`src/rtl/xor_operand_loader_if.sv`:
```
// Switch/button inputs and registered operand outputs of the XOR operand loader.
// The master side is the board (switches, buttons); the slave side is the loader.
interface xor_operand_loader_if #(
    parameter int WIDTH = 4
);
    logic [WIDTH-1:0] sw;
    logic             btn_load;
    logic             btn_clear;
    logic [WIDTH-1:0] a;
    logic [WIDTH-1:0] b;
    logic             valid;
    logic [1:0]       state_o;
    logic [7:0]       op_count;

    modport master (
        output sw, btn_load, btn_clear,
        input  a, b, valid, state_o, op_count
    );

    modport slave (
        input  sw, btn_load, btn_clear,
        output a, b, valid, state_o, op_count
    );
endinterface

```
`src/rtl/xor_operand_loader.sv`:
```
// Two-press operand entry for the 4-bit XOR unit: first load press captures a, second captures b.
// Optional button debouncing is enabled by defining XOR_LOADER_DEBOUNCE_EN.
module xor_operand_loader #(
    parameter int WIDTH      = 4,
    parameter int DEB_CYCLES = 16
) (
    input logic                 clk,
    input logic                 rst,
    xor_operand_loader_if.slave bus
);

    typedef enum logic [1:0] {
        LOAD_A = 2'b00,
        LOAD_B = 2'b01,
        READY  = 2'b10
    } state_t;

    if (DEB_CYCLES < 2) begin : g_deb_check
        $error("DEB_CYCLES must be at least 2");
    end

    // bit 0 is the load button, bit 1 the clear button
    logic [1:0] btn_raw;
    logic [1:0] btn_sync_p0;
    logic [1:0] btn_sync_p1;
    logic [1:0] btn_lvl;

    assign btn_raw = {bus.btn_clear, bus.btn_load};

    // Stage p0/p1: two-flop synchronizer on both buttons
    always_ff @(posedge clk) begin
        if (rst) begin
            btn_sync_p0 <= '0;
            btn_sync_p1 <= '0;
        end else begin
            btn_sync_p0 <= btn_raw;
            btn_sync_p1 <= btn_sync_p0;
        end
    end

`ifdef XOR_LOADER_DEBOUNCE_EN
    localparam int CNT_W = $clog2(DEB_CYCLES) + 1;
    localparam logic [CNT_W-1:0] CNT_LAST = CNT_W'(DEB_CYCLES - 1);

    logic [CNT_W-1:0] deb_cnt [2];
    logic [1:0]       deb_lvl;

    // Level flips only after DEB_CYCLES consecutive disagreeing samples
    always_ff @(posedge clk) begin
        if (rst) begin
            deb_lvl <= '0;
            for (int i = 0; i < 2; i++) deb_cnt[i] <= '0;
        end else begin
            for (int i = 0; i < 2; i++) begin
                if (btn_sync_p1[i] == deb_lvl[i]) begin
                    deb_cnt[i] <= '0;
                end else if (deb_cnt[i] == CNT_LAST) begin
                    deb_lvl[i] <= btn_sync_p1[i];
                    deb_cnt[i] <= '0;
                end else begin
                    deb_cnt[i] <= deb_cnt[i] + 1'b1;
                end
            end
        end
    end

    assign btn_lvl = deb_lvl;
`else
    assign btn_lvl = btn_sync_p1;
`endif

    logic load_prev;
    logic load_pulse;
    logic clr;

    always_ff @(posedge clk) begin
        if (rst) load_prev <= 1'b0;
        else     load_prev <= btn_lvl[0];
    end

    assign load_pulse = btn_lvl[0] & ~load_prev;
    assign clr        = btn_lvl[1];

    state_t           state;
    logic [WIDTH-1:0] a_q;
    logic [WIDTH-1:0] b_q;
    logic             valid_q;
    logic [7:0]       count_q;

    // Entry FSM; clear outranks load, and a load in the same cycle is dropped
    always_ff @(posedge clk) begin
        if (rst) begin
            state   <= LOAD_A;
            a_q     <= '0;
            b_q     <= '0;
            valid_q <= 1'b0;
            count_q <= '0;
        end else if (clr) begin
            state   <= LOAD_A;
            a_q     <= '0;
            b_q     <= '0;
            valid_q <= 1'b0;
        end else begin
            case (state)
                LOAD_A: begin
                    if (load_pulse) begin
                        a_q   <= bus.sw;
                        state <= LOAD_B;
                    end
                end
                LOAD_B: begin
                    if (load_pulse) begin
                        b_q     <= bus.sw;
                        valid_q <= 1'b1;
                        count_q <= count_q + 8'd1;
                        state   <= READY;
                    end
                end
                READY: begin
                    if (load_pulse) begin
                        a_q     <= bus.sw;
                        b_q     <= '0;
                        valid_q <= 1'b0;
                        state   <= LOAD_B;
                    end
                end
                default: begin
                    state   <= LOAD_A;
                    valid_q <= 1'b0;
                end
            endcase
        end
    end

    assign bus.a        = a_q;
    assign bus.b        = b_q;
    assign bus.valid    = valid_q;
    assign bus.state_o  = state;
    assign bus.op_count = count_q;

endmodule

```
`src/flat_wrapper.sv`:
```
// flat-port wrapper written by rule: the top's interface ports become plain ports
module xor_operand_loader_flat 
#(
    parameter int WIDTH      = 4,
    parameter int DEB_CYCLES = 16
)
  (clk, rst, bus_sw, bus_btn_load, bus_btn_clear, bus_a, bus_b, bus_valid, bus_state_o, bus_op_count);
  xor_operand_loader_if #(.WIDTH(WIDTH)) bus_i ();
  input logic clk;
  input logic rst;
  input wire logic [$bits(bus_i.sw)-1:0] bus_sw;
  input wire logic [$bits(bus_i.btn_load)-1:0] bus_btn_load;
  input wire logic [$bits(bus_i.btn_clear)-1:0] bus_btn_clear;
  output wire logic [$bits(bus_i.a)-1:0] bus_a;
  output wire logic [$bits(bus_i.b)-1:0] bus_b;
  output wire logic [$bits(bus_i.valid)-1:0] bus_valid;
  output wire logic [$bits(bus_i.state_o)-1:0] bus_state_o;
  output wire logic [$bits(bus_i.op_count)-1:0] bus_op_count;
  assign bus_i.sw = bus_sw;
  assign bus_i.btn_load = bus_btn_load;
  assign bus_i.btn_clear = bus_btn_clear;
  assign bus_a = bus_i.a;
  assign bus_b = bus_i.b;
  assign bus_valid = bus_i.valid;
  assign bus_state_o = bus_i.state_o;
  assign bus_op_count = bus_i.op_count;
  xor_operand_loader #(.WIDTH(WIDTH), .DEB_CYCLES(DEB_CYCLES)) u_core (.clk(clk), .rst(rst), .bus(bus_i));
endmodule
```
`config.mk`:
```
export PLATFORM = sky130hd
export DESIGN_NAME = xor_operand_loader_flat
export DESIGN_NICKNAME = d
export VERILOG_FILES = /design/src/rtl/xor_operand_loader_if.sv /design/src/rtl/xor_operand_loader.sv /design/src/flat_wrapper.sv
export SDC_FILE = /design/constraint.sdc
export NUM_CORES = 1
export LEC_CHECK = 0
export CORE_ASPECT_RATIO = 1.2
export CORE_MARGIN = 1
export CORE_UTILIZATION = 59
export DETAILED_ROUTE_END_ITERATION = 7
export DONT_BUFFER_PORTS = 1
export PLACE_DENSITY = 0.75
export SLEW_MARGIN = 20
export SYNTH_ARGS = -nofsm -noshare
export SYNTH_HDL_FRONTEND = slang
export SYNTH_SLANG_ARGS = --single-unit
```
`constraint.sdc`:
```
create_clock -name clk -period 1.5 [get_ports clk]
set_input_delay 0.3 -clock clk [delete_from_list [all_inputs] [get_ports clk]]
set_output_delay 0.3 -clock clk [all_outputs]
set_load 0.02 [all_outputs]
```
# Word level (Yosys, flattened, before mapping)
# Index checks and enable logic that the tools add are counted.
# totals
latch_bits	0
mem_bits_ro	0
mem_bits_rw	0
elab_cells	36
in_bits	8
out_inout_bits	19
mem_count	0
ff_bits	24
# classes
n_reduce_logical	9
muxes	9
shifts	0
div_mod_pow	0
n_addsub	1
magnitude_cmp	0
mul	0
eq_ne	5
bitwise	4
# ops
op	n
AND reduction 3 bit	3
adder 8 x 1 -> 8 bit (second input constant)	1
2-to-1 mux 4 bit	2
case mux 4 bit (2 select lines)	1
!= test 2 x 1 -> 1 bit (second input constant)	3
2-to-1 mux 2 bit	2
case mux 2 bit (2 select lines)	1
AND reduction 2 bit	2
OR reduction 2 bit	2
NOT 1 bit	3
case mux 1 bit (3 select lines)	1
== test 2 x 1 -> 1 bit (second input constant)	1
== test 2 bit (second input constant)	1
zero test 2 bit	1
2-to-1 mux 1 bit	2
nonzero test 2 bit	1
bitwise AND 1 bit	1

# Longest topological paths before layout
# Gate-level depths: netlist of the first run.
# logic_depth
depth_word	4
depth_mapped	7
depth_no_buf	6

# Worst setup path before layout of the first run
# Ideal clock, no wire load.
# synth_path
path_type	reg-to-reg
from	register u_core.state[1], in the netlist u_core.bus.state_o[1]
to	register u_core.count_q[3], in the netlist u_core.bus.op_count[3]
path_stages_with_launch	8
path_buffers	1
arrival_ns	1.397
period_less_slack_ns	1.524
setup_slack_ns	-0.024
t_required_ns	1.372
setup_ns	0.128
path_cell_list	dfxtp_1 inv_1 ha_1 and4bb_1 buf_4 nand4_1 xor2_1 nor2_1
# synth_via
elab_chain_len	2
# synth_rtl
element	line_no	source
start: declaration	xor_operand_loader.sv:84	state_t state;
start signal: assignment	xor_operand_loader.sv:93	state <= LOAD_A;
start signal: assignment	xor_operand_loader.sv:99	state <= LOAD_A;
start signal: assignment	xor_operand_loader.sv:108	state <= LOAD_B;
== test 2 x 1 -> 1 bit	xor_operand_loader.sv:104	case (state)
AND reduction 3 bit (no line)	--	
end signal: assignment	xor_operand_loader.sv:115	count_q <= count_q + 8'd1;
end: declaration	xor_operand_loader.sv:88	logic [7:0] count_q;
# Every way passes these cells.
# A chain may end at the register's enable or synchronous reset.

# Final worst setup path of the first run
# layout_path
from	register u_core.state[0], in the netlist u_core.bus.state_o[0]
to	register u_core.b_q[0], in the netlist u_core.bus.b[0]
# layout_via
elab_chain_len	3
word_cells_on_any_way	7
classes_between	eq/ne (4); mux (1); reduce/logical (2)
# layout_rtl
element	line_no	source
== test 2 bit or == test 2 x 1 -> 1 bit (tied branches)	xor_operand_loader.sv:104	
!= test 2 x 1 -> 1 bit (no line) or nonzero test 2 bit (tied branches)	--	
AND reduction 3 bit (no line)	--	
end signal: assignment	xor_operand_loader.sv:113	b_q <= bus.sw;
end: declaration	xor_operand_loader.sv:86	logic [WIDTH-1:0] b_q;
# Parallel ways exist; a longest one is shown, timed or not.

==> impl_metrics.py, run 1 <==
metrics = {
    "synthesis": {
        "yosys.area.top_type": "dfxtp_1",
        "synth.area.top_cells": "dfxtp_1, mux2i_1, nor2_1",
        "syn_avg_cell_area_um2": 9.80,
        "ys_warn_count": 0,
        "synth_cell_types": 25,
        "ys_ff_latch": 24,
        "yosysTopAreaCellShare_pct": 47.6,
        "syn-num-nets": 116,
        "synth_area_um2": 1010,
        "ys_seq_area_share_pct": 47.6,
        "netlist_instances": 103,
    },
    "setup_path": {
        "cp_common_cell": "nor2_1",
        "crit_slowest_cell": "dfxtp_2",
        "critPathArrivalTime_ns": 1.57,
        "endpoint_kind": "flip-flop",
        "crit_fanout": 5,
        "path_class": "flip-flop to flip-flop",
        "critPathRequiredTime_ns": 1.70,
        "reg2reg_depth": 6,
        "start_kind": "flip-flop",
        "max_stage_delay_ns": 0.36,
        "crit_chain": "inv_1 > ha_1 > nor2_1 > o21ai_4 > mux2i_1 > nor2_1",
    },
    "global_routing": {
        "antenna_found_initial": 0,
        "gr-total-overflow": 0,
        "gr-usage-all-layers_pct": 18.3,
        "grt_max_degree": 15,
        "grt_pass1_vias": 589,
        "grt_pass1_wl_um": 2330,
    },
    "timing": {
        "setup_violations": 0,
        "worst_slew_pin_slew_ns": 0.295,
        "rsz0062_at_grt": "false",
        "finalCriticalPeriod_ns": 1.37,
        "max_freq_ghz": 0.729,
        "hold_viol": 0,
        "fin_hold_ws_ns": 0.0568,
        "slew_headroom_pct": 80.3,
        "maxSlewViolCount": 0,
        "final.period_utilization_pct": 91.5,
        "tns_ns": 0,
        "finClkSkew_ns": 0.00356,
    },
    "power_and_ir_drop": {
        "irDropWorstVdd_mv": 0.537,
        "combPwrFrac_pct": 7.0,
        "clkPwrFrac_pct": 25.9,
        "p_leak_nw": 0.466,
        "p_switching_uw": 219,
        "p_seq_share_pct": 67.0,
        "sw_frac_of_total_pct": 21.9,
        "power_density_nw_per_um2": 900,
        "intPower_uw": 779,
    },
    "layout": {
        "final_util_pct": 68.4,
        "drive_above_1_share_pct": 17.1,
        "multiInputGateArea_um2": 513,
        "num_antenna_cells": 0,
        "layout_common_cells": "nor2_1, dfxtp_1, mux2i_1, nor2b_1, buf_4",
        "nFillCells": 139,
        "seq_area_um2": 483,
        "area_delta_synth_final_pct": 9.79,
        "final_nets": 126,
    },
    "clock_network": {
        "path_clk_slew_ns": 0.11,
        "cts_buffers": 3,
        "cts.htree.levels": 1,
        "ctsHoldBuffers": 0,
        "clock-root-buffer": "clkbuf_4",
        "cts_tree": "done",
        "clk_latency_ns": 0.30,
        "cts_sinks": 24,
        "max-clock-path-buffers": 2,
    },
    "route": {
        "antenna_left": 0,
        "first_iter_violations": 2,
        "wirelength_um": 1620,
        "first_pass_iters": 2,
        "drc": 0,
        "wl_per_cell_um": 12.6,
        "num_vias": 704,
        "viasPerCell": 5.46,
    },
    "placed_design": {
        "dpl.hpwl_um": 1270,
        "io_buffers": 0,
        "place.gp.congestion": 0.713,
    },
    "floorplan": {
        "initial_utilization_pct": 62.3,
        "dieArea_um2": 1880,
        "die-width_um": 39.8,
        "chipHeight_um": 47.3,
        "rows": 16,
        "coreArea_um2": 1620,
        "ios": 27,
    },
    "worst_hold_path": {
        "hp-class": "input port to flip-flop",
        "hold_depth": 1,
    },
    "status": {
        "outcome": "finished clean",
    },
    "job": {
        "maxCapViolCount": 0,
    },
}
==> through the flow <==
| stage | std cells | total power [mW] | area, µm² | setup WS (ns) |
|---|---|---|---|---|
| after floorplan | 103 | 0.741 | 1010 | 0.0399 |
| after global placement | 126 | 0.752 | 1080 | 0.0843 |
| after detailed placement | 126 | 0.754 | 1080 | 0.0205 |
| after CTS | 129 | 1.01 | 1100 | 0.00291 |
| after global routing | 129 | 1.05 | 1110 | 0.0110 |
| final | 129 | 0.997 | 1110 | 0.128 |
==> path summary, 6_finish.rpt <==
check	from	endpoint	slack, ns
max	u_core.bus.state_o[0]	u_core.bus.b[0]	0.13
min	rst	u_core.btn_sync_p0[1]	0.06
max reg2reg	u_core.bus.state_o[0]	u_core.bus.b[0]	0.13
min reg2reg	u_core.btn_sync_p0[0]	u_core.btn_lvl[0]	0.45
==> logic make-up after synthesis <==
logic type,after synthesis,synth area share [%]
AOI/OAI and AO/OA,5,3.84
xor gates and xnor gates,7,6.07
adders and majority gates,5,6.20
buffers and inverters,5,2.23
DFF,24,47.6
muxes,10,9.91
and+or+nand+nor,47,24.2
==> cell usage after synthesis, drive strengths merged <==
cell type	n
dfxtp	24
a21oi	2
nor3	1
clkbuf	2
nor2	23
xnor2	1
a21o	1
nand4	3
or2	1
xor2	6
and4	1
nand3	2
and3	1
and4bb	1
mux2i	10
and2	1
nand2	2
inv	2
nor2b	10
ha	5
nand2b	1
buf	1
o21ai	2
==> power by group through the flow <==
stage / registers, mW / logic [mW] / clock network, mW
final: 0.669 / 0.0702 / 0.259
after CTS: 0.669 / 0.0709 / 0.275
after floorplan: 0.683 / 0.0584 / 0
after detailed placement: 0.683 / 0.0707 / 0
after global placement: 0.682 / 0.0691 / 0
after global routing: 0.672 / 0.0773 / 0.297
==> cell type report <==
type                       instances  area share, %
multi-input combinational         74           46.3
sequential                        24           43.6
inverter                           2          0.677
timing repair buffer               8           5.42
tap                               18           2.03
clock buffer                       3           2.03
==> routing by layer <==
layer / share of wire, % / GRT usage [%] / vias up
met2: 54 / 34.8 / 19
met1: 41 / 19.2 / 330
met5: 0 / 0 / -
met4: 0.56 / 8.28 / 0
met3: 3.6 / 2.84 / 2
li1: - / - / 353
==> what timing repair did <==
| item | 4_1_cts | 5_1_grt |
|---|---|---|
| setup endpoints to repair | 0 | 7 |
| setup buffers | 0 | 0 |
| resized for setup | 0 | 5 |
==> state kept, by name, summed over array words and instances, names as in the netlist <==
register,flops
u_core.bus.valid,1
u_core.bus.a,4
u_core.bus.state_o,2
u_core.bus.b,4
u_core.bus.op_count,8
u_core.btn_sync_p0,2
u_core.btn_lvl,2
u_core.load_prev,1
==> critical path: cells and delay by family, from the launching register on <==
family                     cells  cell delay (ns)
and+or+nand+nor                2             0.15
AOI/OAI and AO/OA              1             0.23
muxes                          1             0.22
DFF                            1             0.36
adders and majority gates      1             0.24
buffers and inverters          1             0.08
Power figures use the tool's default switching activity.
==> run 2, diff against run 1 <==
--- a/config.mk
+++ b/config.mk
@@ -7,10 +7,10 @@
 export LEC_CHECK = 0
 export CORE_ASPECT_RATIO = 1.2
 export CORE_MARGIN = 1
-export CORE_UTILIZATION = 59
+export CORE_UTILIZATION = 46
 export DETAILED_ROUTE_END_ITERATION = 7
-export DONT_BUFFER_PORTS = 1
-export PLACE_DENSITY = 0.75
+export PLACE_DENSITY = 0.77
+export REMOVE_ABC_BUFFERS = 1
 export SLEW_MARGIN = 20
 export SYNTH_ARGS = -nofsm -noshare
 export SYNTH_HDL_FRONTEND = slang
==> impl_metrics.py, run 2 (synthesis results as in run 1) <==
metrics = {
    "clock_network": {
        "cts.htree.levels": 1,
        "max-clock-path-buffers": 2,
        "post_cts_resized": 20,
        "path_clk_slew_ns": 0.13,
        "ctsHoldBuffers": 0,
        "clk_latency_ns": 0.31,
        "cts_sinks": 24,
        "clock-root-buffer": "clkbuf_4",
        "cts_tree": "done",
        "postCtsSetupBuffers": 0,
        "cts_buffers": 3,
    },
    "route": {
        "first_pass_iters": 4,
        "antenna_left": 0,
        "viasPerCell": 4.73,
        "wirelength_um": 1920,
        "first_iter_violations": 7,
        "wl_per_cell_um": 11.6,
        "num_vias": 781,
        "drc": 0,
    },
    "setup_path": {
        "reg2reg_depth": 6,
        "max_stage_delay_ns": 0.44,
        "start_kind": "flip-flop",
        "reg2reg_slack_ns": 0.10,
        "crit_buf_inv": 1,
        "cpLargestDelayFamily": "flip-flops",
        "critPathArrivalTime_ns": 1.12,
        "path_class": "flip-flop to output port",
        "critPathRequiredTime_ns": 1.20,
        "crit_fanout": 5,
        "crit_slowest_cell": "dfxtp_1",
        "crit_chain": "dlygate4sd2_1",
        "critPathLaunch": "u_core.bus.op_count[3]",
        "endpoint_kind": "output port",
        "r2r-end": "u_core.bus.op_count[7]",
        "reg2reg_from": "u_core.bus.state_o[1]",
    },
    "timing": {
        "fin_hold_ws_ns": 0.454,
        "slew_headroom_pct": 81.9,
        "maxSlewViolCount": 0,
        "hold_viol": 0,
        "rsz0062_at_grt": "false",
        "setup_violations": 0,
        "tns_ns": 0,
        "max_freq_ghz": 0.706,
        "final.period_utilization_pct": 94.4,
        "finalCriticalPeriod_ns": 1.42,
        "finClkSkew_ns": 0.00211,
        "worst_slew_pin_slew_ns": 0.271,
    },
    "layout": {
        "design_area_um2": 1360,
        "final_nets": 149,
        "area_delta_synth_final_pct": 34.2,
        "num_antenna_cells": 0,
        "nFillCells": 193,
        "final_common_cell": "dfxtp_1",
        "layout_common_cells": "dfxtp_1, nor2_1, dlygate4sd2_1",
        "drive_above_1_share_pct": 11.9,
        "largest_reg_flops": 8,
    },
    "placed_design": {
        "io_buffers": 26,
        "place.gp.congestion": 0.779,
        "place_area_um2": 1330,
        "dpl.hpwl_um": 1480,
    },
    "global_routing": {
        "gr-total-overflow": 0,
        "antenna_found_initial": 0,
        "grt_max_degree": 14,
        "gr-usage-all-layers_pct": 17.1,
        "grt_pass1_vias": 699,
        "grt_pass1_wl_um": 2950,
    },
    "worst_hold_path": {
        "hold_depth": 1,
        "hp-class": "flip-flop to flip-flop",
        "whs_endpoint": "u_core.btn_lvl[1]",
        "hold_path.startpoint": "u_core.btn_sync_p0[1]",
    },
    "floorplan": {
        "ios": 27,
        "dieArea_um2": 2390,
        "rows": 18,
        "coreArea_um2": 2070,
        "chipHeight_um": 53.3,
        "initial_utilization_pct": 48.7,
        "die-width_um": 44.8,
    },
    "job": {
        "maxCapViolCount": 0,
    },
    "power_and_ir_drop": {
        "power_density_nw_per_um2": 820,
        "irDropWorstVdd_mv": 0.669,
        "p_leak_nw": 0.641,
    },
    "status": {
        "outcome": "finished clean",
    },
}
run 2: cell count changes in the layout (fill, tap and decap cells not counted), sizes merged:
cell | before | now
dlygate4sd2 | 0 | 19
clkdlybuf4s50 | 0 | 7
buf | 8 | 5
clkbuf | 3 | 4
run 2: power breakdown:
| group | total [mW] | leakage, nW | switching, mW | internal [mW] |
|---|---|---|---|---|
| sequential | 0.659 | 0.195 | 0.00726 | 0.652 |
| clock | 0.338 | 0.0210 | 0.190 | 0.148 |
| combinational | 0.115 | 0.425 | 0.0572 | 0.0573 |
| total | 1.11 | 0.641 | 0.255 | 0.857 |
run 2: per-stage QoR:
stage,std cells,total power [mW],setup WS [ns],utilization [%]
after floorplan,100,0.737,0.00456,-
after global placement,161,0.790,0.0684,64.2
after detailed placement,161,0.793,-0.00497,64.2
after CTS,165,1.12,0.0379,64.8
after global routing,165,1.16,0.0196,65.4
final,165,1.11,0.0836,65.4
run 2: final cells by class:
| cell class | count | area [µm²] | share of cell area (%) |
|---|---|---|---|
| multi-input combinational | 74 | 518 | 38.2 |
| sequential | 24 | 482 | 35.5 |
| timing repair buffer | 31 | 274 | 20.2 |
| tap | 30 | 37.5 | 2.77 |
| clock buffer | 4 | 36.3 | 2.68 |
| inverter | 2 | 7.51 | 0.554 |
run 2: routing by layer:
metal | share of wire (%) | global-route usage, %
met1 | 43 | 19.0
met3 | 3.7 | 3.07
met2 | 53 | 31.1
met5 | 0 | 0
met4 | 0 | 7.58
run 2: worst max path at each step:
stage          cells past startpoint                endpoint
2_1_floorplan                      5  u_core.bus.op_count[4]
3_3_place_gp                       6  u_core.bus.op_count[7]
3_5_place_dp                       6  u_core.bus.op_count[7]
4_1_cts                            6  u_core.bus.op_count[7]
5_1_grt                            7         u_core.bus.b[0]
6_report                           1         bus_op_count[3]
